### config.mk
export PLATFORM = sky130hd
export DESIGN_NAME = apb_timer_slave
export DESIGN_NICKNAME = d
export VERILOG_FILES = /design/src/rtl/apb_timer_slave.sv
export SDC_FILE = /design/constraint.sdc
export NUM_CORES = 1
export LEC_CHECK = 0
export CAP_MARGIN = 20
export CORE_MARGIN = 5
export CORE_UTILIZATION = 51
export DETAILED_ROUTE_END_ITERATION = 8
export GPL_ROUTABILITY_DRIVEN = 0
export PLACE_DENSITY = 0.77
export RECOVER_POWER = 100
export SKIP_LAST_GASP = 1
export SLEW_MARGIN = 20
export SYNTH_ARGS = -nofsm -noshare
export SYNTH_HDL_FRONTEND = slang
export SYNTH_SLANG_ARGS = --single-unit
### constraint.sdc
create_clock -name Hclk -period 2.26 [get_ports Hclk]
set_input_delay 0.226 -clock Hclk [delete_from_list [all_inputs] [get_ports Hclk]]
set_output_delay 0.226 -clock Hclk [all_outputs]
set_load 0.02 [all_outputs]
### src/rtl/apb_timer_slave.sv
// APB timer peripheral behind the AHB-to-APB bridge. It contains a small register
// file, a down-counter timer and a zero-wait-state APB protocol tracker.
//
// The state register trails the bus by one cycle:
//  - SETUP is entered on the edge that ends the bus setup phase.
//  - ACCESS is entered on the edge that ends the bus enable phase.
//  - Read data is presented during the ACCESS state.
//  - A write commits at the end of the ACCESS state, unless the bus keeps Penable
//    high into that cycle.
module apb_timer_slave #(
   parameter logic [31:0] ID_VALUE = 32'hA2B0_0001,
   parameter int unsigned CNT_W    = 32
) (
   input  logic        Hclk,
   input  logic        Hreset,
   input  logic        Psel,
   input  logic        Penable,
   input  logic        Pwrite,
   input  logic [31:0] Paddr,
   input  logic [31:0] Pwdata,
   output logic [31:0] Prdata,
   output logic        irq,
   output logic        prot_err
);

   localparam int unsigned DATA_W = 32;
   localparam int unsigned IDX_W  = 3;
   localparam int unsigned CTRL_W = 3;
   localparam int unsigned STAT_W = 2;
   localparam int unsigned WCNT_W = 16;

   localparam logic [IDX_W-1:0] REG_CTRL    = 3'd0;
   localparam logic [IDX_W-1:0] REG_LOAD    = 3'd1;
   localparam logic [IDX_W-1:0] REG_COUNT   = 3'd2;
   localparam logic [IDX_W-1:0] REG_STATUS  = 3'd3;
   localparam logic [IDX_W-1:0] REG_SCRATCH0 = 3'd4;
   localparam logic [IDX_W-1:0] REG_SCRATCH1 = 3'd5;
   localparam logic [IDX_W-1:0] REG_ID      = 3'd6;
   localparam logic [IDX_W-1:0] REG_WCNT    = 3'd7;

   typedef enum logic [1:0] {
      ST_IDLE   = 2'd0,
      ST_SETUP  = 2'd1,
      ST_ACCESS = 2'd2
   } state_e;

   state_e              state_q, state_d;
   logic [IDX_W-1:0]    addr_q, addr_d;
   logic                write_q, write_d;
   logic [DATA_W-1:0]   wdata_q, wdata_d;
   logic [DATA_W-1:0]   prdata_q, prdata_d;
   logic [CTRL_W-1:0]   ctrl_q, ctrl_d;
   logic [CNT_W-1:0]    load_q, load_d;
   logic [CNT_W-1:0]    count_q, count_d;
   logic [STAT_W-1:0]   status_q, status_d;
   logic [DATA_W-1:0]   scratch0_q, scratch0_d;
   logic [DATA_W-1:0]   scratch1_q, scratch1_d;
   logic [WCNT_W-1:0]   wcnt_q, wcnt_d;
   logic                irq_q, irq_d;
   logic                perr_q, perr_d;

   // Bus phase decode and the setup-to-access consistency check.
   logic              bus_setup;
   logic              bus_access;
   logic              req_match;
   logic [IDX_W-1:0]  paddr_idx;
   logic              unused_paddr;

   assign paddr_idx    = Paddr[4:2];
   assign bus_setup    = Psel & ~Penable;
   assign bus_access   = Psel & Penable;
   assign req_match    = (paddr_idx == addr_q) && (Pwrite == write_q);
   assign unused_paddr = ^{Paddr[31:5], Paddr[1:0]};

   // FSM strobes, produced by the output process.
   logic latch_req;
   logic go_access;
   logic commit;
   logic perr_set;
   logic expire;
   logic [STAT_W-1:0] status_clr;
   logic [DATA_W-1:0] rd_mux;

   // FSM state register.
   always_ff @(posedge Hclk) begin
      if (Hreset) begin
         state_q <= ST_IDLE;
      end else begin
         state_q <= state_d;
      end
   end

   // FSM next-state logic.
   always_comb begin
      state_d = state_q;
      case (state_q)
         ST_IDLE: begin
            if (bus_setup) state_d = ST_SETUP;
         end
         ST_SETUP: begin
            if (bus_access && req_match) state_d = ST_ACCESS;
            else if (bus_setup)          state_d = ST_SETUP;
            else                         state_d = ST_IDLE;
         end
         ST_ACCESS: begin
            if (bus_setup) state_d = ST_SETUP;
            else           state_d = ST_IDLE;
         end
         default: state_d = ST_IDLE;
      endcase
   end

   // FSM outputs: request latch, read capture, write commit and protocol error.
   always_comb begin
      latch_req = 1'b0;
      go_access = 1'b0;
      commit    = 1'b0;
      perr_set  = 1'b0;
      case (state_q)
         ST_IDLE: begin
            latch_req = bus_setup;
            perr_set  = bus_access;
         end
         ST_SETUP: begin
            if (bus_access && req_match) begin
               go_access = 1'b1;
            end else begin
               perr_set  = 1'b1;
               latch_req = bus_setup;
            end
         end
         ST_ACCESS: begin
            latch_req = bus_setup;
            perr_set  = bus_access;
            commit    = write_q & ~bus_access;
         end
         default: ;
      endcase
   end

   // Read data multiplexer over the current register values.
   always_comb begin
      rd_mux = '0;
      case (addr_q)
         REG_CTRL:     rd_mux = DATA_W'(ctrl_q);
         REG_LOAD:     rd_mux = DATA_W'(load_q);
         REG_COUNT:    rd_mux = DATA_W'(count_q);
         REG_STATUS:   rd_mux = DATA_W'(status_q);
         REG_SCRATCH0: rd_mux = scratch0_q;
         REG_SCRATCH1: rd_mux = scratch1_q;
         REG_ID:       rd_mux = ID_VALUE;
         REG_WCNT:     rd_mux = DATA_W'(wcnt_q);
         default:      rd_mux = '0;
      endcase
   end

   // Request capture and read data register; Prdata is non-zero only during a read ACCESS.
   always_comb begin
      addr_d   = addr_q;
      write_d  = write_q;
      wdata_d  = wdata_q;
      prdata_d = '0;
      if (latch_req) begin
         addr_d  = paddr_idx;
         write_d = Pwrite;
      end
      if (go_access) begin
         wdata_d = Pwdata;
         if (!write_q) prdata_d = rd_mux;
      end
   end

   // Timer, register writes and status. Writes are applied after the timer so that they override it.
   always_comb begin
      ctrl_d     = ctrl_q;
      load_d     = load_q;
      count_d    = count_q;
      scratch0_d = scratch0_q;
      scratch1_d = scratch1_q;
      wcnt_d     = wcnt_q;
      status_clr = '0;
      expire     = 1'b0;

      if (ctrl_q[0]) begin
         if (count_q != '0) begin
            count_d = count_q - CNT_W'(1);
         end else begin
            expire = 1'b1;
            if (ctrl_q[2]) count_d   = load_q;
            else           ctrl_d[0] = 1'b0;
         end
      end

      if (commit) begin
         wcnt_d = wcnt_q + WCNT_W'(1);
         case (addr_q)
            REG_CTRL:     ctrl_d     = wdata_q[CTRL_W-1:0];
            REG_LOAD: begin
               load_d  = wdata_q[CNT_W-1:0];
               count_d = wdata_q[CNT_W-1:0];
            end
            REG_STATUS:   status_clr = wdata_q[STAT_W-1:0];
            REG_SCRATCH0: scratch0_d = wdata_q;
            REG_SCRATCH1: scratch1_d = wdata_q;
            default: ;
         endcase
      end

      // A hardware set in the same cycle as a W1C clear leaves the bit set.
      status_d = (status_q & ~status_clr) | {perr_set, expire};
      irq_d    = status_d[0] & ctrl_d[1];
      perr_d   = status_d[1];
   end

   // Datapath and register file flops.
   always_ff @(posedge Hclk) begin
      if (Hreset) begin
         addr_q     <= '0;
         write_q    <= 1'b0;
         wdata_q    <= '0;
         prdata_q   <= '0;
         ctrl_q     <= '0;
         load_q     <= '0;
         count_q    <= '0;
         status_q   <= '0;
         scratch0_q <= '0;
         scratch1_q <= '0;
         wcnt_q     <= '0;
         irq_q      <= 1'b0;
         perr_q     <= 1'b0;
      end else begin
         addr_q     <= addr_d;
         write_q    <= write_d;
         wdata_q    <= wdata_d;
         prdata_q   <= prdata_d;
         ctrl_q     <= ctrl_d;
         load_q     <= load_d;
         count_q    <= count_d;
         status_q   <= status_d;
         scratch0_q <= scratch0_d;
         scratch1_q <= scratch1_d;
         wcnt_q     <= wcnt_d;
         irq_q      <= irq_d;
         perr_q     <= perr_d;
      end
   end

   assign Prdata   = prdata_q;
   assign irq      = irq_q;
   assign prot_err = perr_q;

endmodule
==> results.txt, run 1 <==
First-pass GRT wire length: 48300 um
Count of state elements after synthesis: 220
Via-to-Cell Ratio: 5.98
Cell with the most instances after synthesis: nand2_1
Layout cells sized above 1: 11.5%
GRT Overall Usage: 26.3%
Initial DRT Pass Iterations: 5
Peak Freq: 0.458 GHz
Maximum fanout along the worst path: 39
CTS tree: yes
Setup violations, final: 0
DPL Wire Length: 20300 um
Peak VDD IR: 0.580 mV
Post-route ant nets: 0
Root buffer cell: clkbuf_16
Worst setup EP type: flop
H-tree level count: 1
Vias in the first global route: 9258
EDFF count, synth: 0
Area Growth Syn to Fin: 21.1%
RSZ-0062 raised after global routing: yes
Final setup TNS: 0 ns
Clk sink count: 220
Async SR Flop Fraction: 0%
Total grt overflow: 0
Max-cap violations: 0
Inserted Diodes: 0
Final worst setup slack: 0.0753 ns
Outcome: complete, no violations
Mapped Cells: 1239
DRC: 0
Final hold violation count: 0
DP Worst Slack: -0.0389 ns
Fin crit period: 2.18 ns
Syn avg cell area: 8.08 um^2
Least-Margin Pin Slew: 0.979 ns
CTS buffer count: 23
Max Root-Sink Buffers: 3
Chip Height: 150 um
PortBufs: 73
Final period util: 96.7%
IO Count: 103
Post-synth net total: 1311
Max_slew headroom: 34.8%
Largest net degree at the start of global routing: 91
WL final: 29900 um
Top-area cell type share of the netlist area: 44.0%
Hold Path Class: in -> reg
Core Rows: 51
Crit start category: flop
Nets: 1401
Synth unique cells: 74
Ys Warns: 0
Antenna violations before repair: 0
WP data required: 2.61 ns
Primary FF master, synth: dfxtp_1
Crit Path Class: reg -> reg
Hold WS: 0.143 ns
Seq/Total Area, Yosys: 44.0%
Pwr/cell area: 666 nW/um^2
Die Width: 150 um
First-iteration detailed-routing DRC count: 1041
Core ar.: 19400 um^2
Initial core utilization: 51.6%
Routed length per instance: 18.6 um
Synthesized area: 10000 um^2
Clock Skew: 0.0200 ns
Clock latency on the worst-skew pair: 0.52 ns
WP data arrival: 2.53 ns
Top post-synthesis cells by count: nand2_1 (252), dfxtp_1 (220), a21oi_1 (143)
CTS Hold Buffers Added: 0
Vias: 9608
Ranking of synthesized cells by area: dfxtp_1 (44%), nand2_1 (9.5%), a21oi_1 (7.2%), nor2_1 (5.0%), mux2i_1 (5.0%)
Post-synth top area cell: dfxtp_1
Lkg Pwr: 0.00458 uW
Die area: 22500 um^2
Worst-path clk slew: 0.06 ns
Slew Viols, Final: 0
-- layout make-up --
type | instances | area [um^2]
clock inverter | 5 | 78.8
sequential | 220 | 4410
multi-input combinational | 911 | 5200
tap | 265 | 332
fill | 1669 | 7280
clock buffer | 34 | 657
inverter | 13 | 48.8
timing repair buffer | 160 | 1390
-- final timing paths --
| kind | start | endpoint | slack, ns | cells past startpoint |
|---|---|---|---|---|
| max | addr_q[2] | scratch0_q[22] | 0.08 | 6 |
| min | Hreset | count_q[3] | 0.14 | 4 |
| max reg2reg | addr_q[2] | scratch0_q[22] | 0.08 | 6 |
| min reg2reg | scratch1_q[0] | scratch1_q[0] | 0.45 | 2 |
-- worst max-delay path, cell delays in order (launching register included) --
cell      delay, ns
dfxtp_1        0.45
buf_12         0.27
nand2b_1       0.18
or3_1          0.36
clkbuf_2       0.46
nand2_1        0.20
a21oi_1        0.09
-- report_power, final --
group	internal [uW]	switching (uW)	leakage, uW
Clock	2230	1520	0.000361
Combinational	175	247	0.00245
Sequential	3890	10.4	0.00177
-- logic make-up (layout without fill, tap and decap cells) --
logic type               count (synthesis)  count (layout)  share of synthesized area (%)
XOR/XNOR                                23              23                           2.01
adder cells (fa/ha/maj)                  3               3                          0.375
flip-flops                             220             220                           44.0
multiplexers                            61              61                           6.35
AO/OA/AOI/OAI                          308             308                           19.2
buffers and inverters                  108             212                           4.42
AND/OR/NAND/NOR                        516             516                           23.6
-- cell usage in the layout (no fill, tap or decap), types with 27 or more instances in the layout --
cell type	netlist	final
a21oi_1	143	143
buf_4	1	64
dlygate4sd3_1	0	34
clkdlybuf4s50_1	0	38
mux2i_1	50	50
nor2_1	134	134
dfxtp_1	220	219
o21ai_0	38	38
a221oi_1	27	27
nand2_1	252	252
-- metal layers --
metal	share of wire, %	global-route usage [%]	vias up
met5	0	0	-
met4	3.4	9.74	0
met3	8.2	4.64	70
met2	47	43.3	445
met1	41	34.8	4559
li1	-	-	4534
-- state kept, by name (all words and copies together) (netlist names) --
signal	count
scratch1_q	32
state_q	2
wdata_q	32
scratch0_q	32
count_q	32
Prdata	32
write_q	1
wcnt_q	16
addr_q	3
status_q	2
load_q	32
irq	1
ctrl_q	3
-- what timing repair did --
action / in CTS / in global routing
endpoints found under the setup margin: 0 / 10
setup buffers: 0 / 2
hold endpoints to repair: 0 / 0
resized for setup: 0 / 5
-- metrics by stage --
stage	utilization, %	std cells	area (um^2)	total power, uW
after global routing	62.5	1608	12100	8320
after floorplan	-	1239	10000	4200
after detailed placement	58.8	1567	11400	4390
after CTS	62.6	1606	12100	8110
after global placement	58.8	1567	11400	4390
final	62.5	1608	12100	8070
No activity file was read; power rests on OpenSTA's default activity.
==> inputs of run 2 (changes only) <==
==> constraint.sdc (replaced) <==
create_clock -name Hclk -period 2.26 [get_ports Hclk]
set_input_delay 0.452 -clock Hclk [delete_from_list [all_inputs] [get_ports Hclk]]
set_output_delay 0.452 -clock Hclk [all_outputs]
set_load 0.02 [all_outputs]
==> results.txt, run 2 (synthesis results as in run 1) <==
Most common cell after layout, fill and taps aside: nand2_1 (unchanged)
DRC: 0 (unchanged)
Chip Height: 150 um (unchanged)
Routed length per instance: 18.4 um (was 18.6 um)
PortBufs: 73 (unchanged)
Critical path, cell by cell: inv_1 -> ha_1 -> nor3b_2 -> buf_4 -> nand4_1 -> or2_1 -> nor3_1 -> or3_1 -> a32o_1 (was buf_12 -> nand2b_1 -> or3_1 -> clkbuf_2 -> nand2_1 -> a21oi_1)
Vias: 9693 (was 9608)
GRT Overall Usage: 26.0% (was 26.3%)
CTS buffer count: 23 (unchanged)
Nets: 1416 (was 1401)
M1 GR Usage: 34.2% (was 34.8%)
Outcome: complete, no violations (unchanged)
Lkg Pwr: 0.00466 uW (was 0.00458 uW)
Core ar.: 19400 um^2 (unchanged)
Via-to-Cell Ratio: 5.97 (was 5.98)
Slowest-stage cell, CP: dfxtp_1 (was clkbuf_2)
WP data required: 2.67 ns (was 2.61 ns)
Met3 Resource Use GR: 4.39% (was 4.64%)
First-pass GRT wire length: 47800 um (was 48300 um)
Met2 usage: 43.0% (was 43.3%)
Area Growth Syn to Fin: 22.7% (was 21.1%)
Peak Freq: 0.458 GHz (about the same)
Vias in the first global route: 9224 (was 9258)
DP Worst Slack: -0.225 ns (was -0.0389 ns)
Fin crit period: 2.19 ns (was 2.18 ns)
Max-cap violations: 0 (unchanged)
Die area: 22500 um^2 (unchanged)
Final setup TNS: 0 ns (unchanged)
Layout cells sized above 1: 12.3% (was 11.5%)
Clk sink count: 220 (unchanged)
WP data arrival: 2.59 ns (was 2.53 ns)
Maximum fanout along the worst path: 7 (was 39)
Max_slew headroom: 37.1% (was 34.8%)
Crit start category: flop (unchanged)
IO Count: 103 (unchanged)
Reg2reg setup slack: 0.07 ns (was 0.08 ns)
Total grt overflow: 0 (unchanged)
Peak VDD IR: 0.645 mV (was 0.580 mV)
Root buffer cell: clkbuf_16 (unchanged)
RSZ-0062 raised after global routing: yes (unchanged)
Worst setup EP type: flop (unchanged)
Slew Viols, Final: 0 (unchanged)
Final period util: 96.7% (about the same)
CTS tree: yes (unchanged)
Initial core utilization: 51.6% (unchanged)
Post-route ant nets: 0 (unchanged)
Final worst setup slack: 0.0742 ns (was 0.0753 ns)
H-tree level count: 1 (unchanged)
Core Rows: 51 (unchanged)
Most frequent cells in the layout: nand2_1 (252), dfxtp_1 (219), a21oi_1 (143) (unchanged)
WL final: 29800 um (was 29900 um)
CP max stage delay: 0.35 ns (was 0.46 ns)
Max Root-Sink Buffers: 3 (unchanged)
Die Width: 150 um (unchanged)
Hold WS: 0.227 ns (was 0.143 ns)
Least-Margin Pin Slew: 0.944 ns (was 0.979 ns)
Final hold violation count: 0 (unchanged)
Clock Skew: 0.00772 ns (was 0.0200 ns)
Initial DRT Pass Iterations: 6 (was 5)
Inserted Diodes: 0 (unchanged)
Non-filler cells, final: 1624 (was 1608)
First-iteration detailed-routing DRC count: 1043 (was 1041)
Clock latency on the worst-skew pair: 0.51 ns (was 0.52 ns)
GRT busiest layer: met2 (unchanged)
Worst-path clk slew: 0.06 ns (about the same)
Largest net degree at the start of global routing: 89 (was 91)
Buffers plus inverters on the worst setup path: 2 (unchanged)
Setup violations, final: 0 (unchanged)
Fillers: 1688 (was 1669)
Antenna violations before repair: 0 (unchanged)
Crit-path leading delay family: simple AND/OR/NAND/NOR gates (unchanged)
Pwr/cell area: 667 nW/um^2 (was 666 nW/um^2)
Crit Path Class: reg -> reg (unchanged)
CTS Hold Buffers Added: 0 (unchanged)
DPL Wire Length: 20700 um (was 20300 um)
Hold Path Class: in -> reg (unchanged)
Dpl cells: 1583 (was 1567)
run 2: cell count changes in the layout (fill, tap and decap cells not counted), moves of 2 or more:
cell / previous run / this run
clkbuf_2: 7 / 5
buf_4: 64 / 73
nor3_1: 15 / 17
buf_12: 5 / 7
clkbuf_1: 15 / 18
nor3_2: 4 / 2
run 2: cell type report:
| class | instances | area [um^2] | area share, % |
|---|---|---|---|
| inverter | 13 | 48.8 | 0.397 |
| tap | 265 | 332 | 2.70 |
| sequential | 220 | 4410 | 35.9 |
| clock inverter | 7 | 113 | 0.917 |
| clock buffer | 33 | 653 | 5.32 |
| multi-input combinational | 911 | 5200 | 42.3 |
| timing repair buffer | 175 | 1530 | 12.5 |
run 2: through the flow:
stage | instance area [um^2] | power [uW] | utilization [%]
after global placement | 11600 | 4400 | 59.6
after floorplan | 10000 | 4200 | -
after detailed placement | 11600 | 4400 | 59.6
final | 12300 | 8200 | 63.3
after global routing | 12300 | 8420 | 63.3
after CTS | 12300 | 8230 | 63.6
run 2: timing repair:
| item | in CTS | in global routing |
|---|---|---|
| buffers inserted | 0 | 1 |
| resized for setup | 0 | 7 |
| setup endpoints to repair | 0 | 14 |
run 2: layer usage:
| metal | vias up | share of wire (%) |
|---|---|---|
| met5 | - | 0 |
| met4 | 0 | 3.7 |
| met3 | 82 | 8.2 |
| met2 | 431 | 47 |
| met1 | 4613 | 41 |
| li1 | 4567 | - |
run 2: final timing paths:
kind                  from            end  cells past startpoint
min reg2reg  scratch1_q[0]  scratch1_q[0]                      2
min                 Hreset      ctrl_q[0]                      2
max reg2reg     count_q[0]    count_q[14]                      9
max             count_q[0]    count_q[14]                      9
run 2: where the power goes:
part | internal (uW) | switching, uW | total, uW | leakage, uW
Clock | 2340 | 1530 | 3870 | 0.000374
Combinational | 180 | 248 | 428 | 0.00251
Sequential | 3890 | 10.1 | 3900 | 0.00177
Total | 6410 | 1790 | 8200 | 0.00466
run 2: worst register-to-register path: stages, from the launching register on:
cell	delay (ns)
dfxtp_1	0.35
inv_1	0.09
ha_1	0.21
nor3b_2	0.15
buf_4	0.15
nand4_1	0.15
or2_1	0.35
nor3_1	0.09
or3_1	0.32
a32o_1	0.25
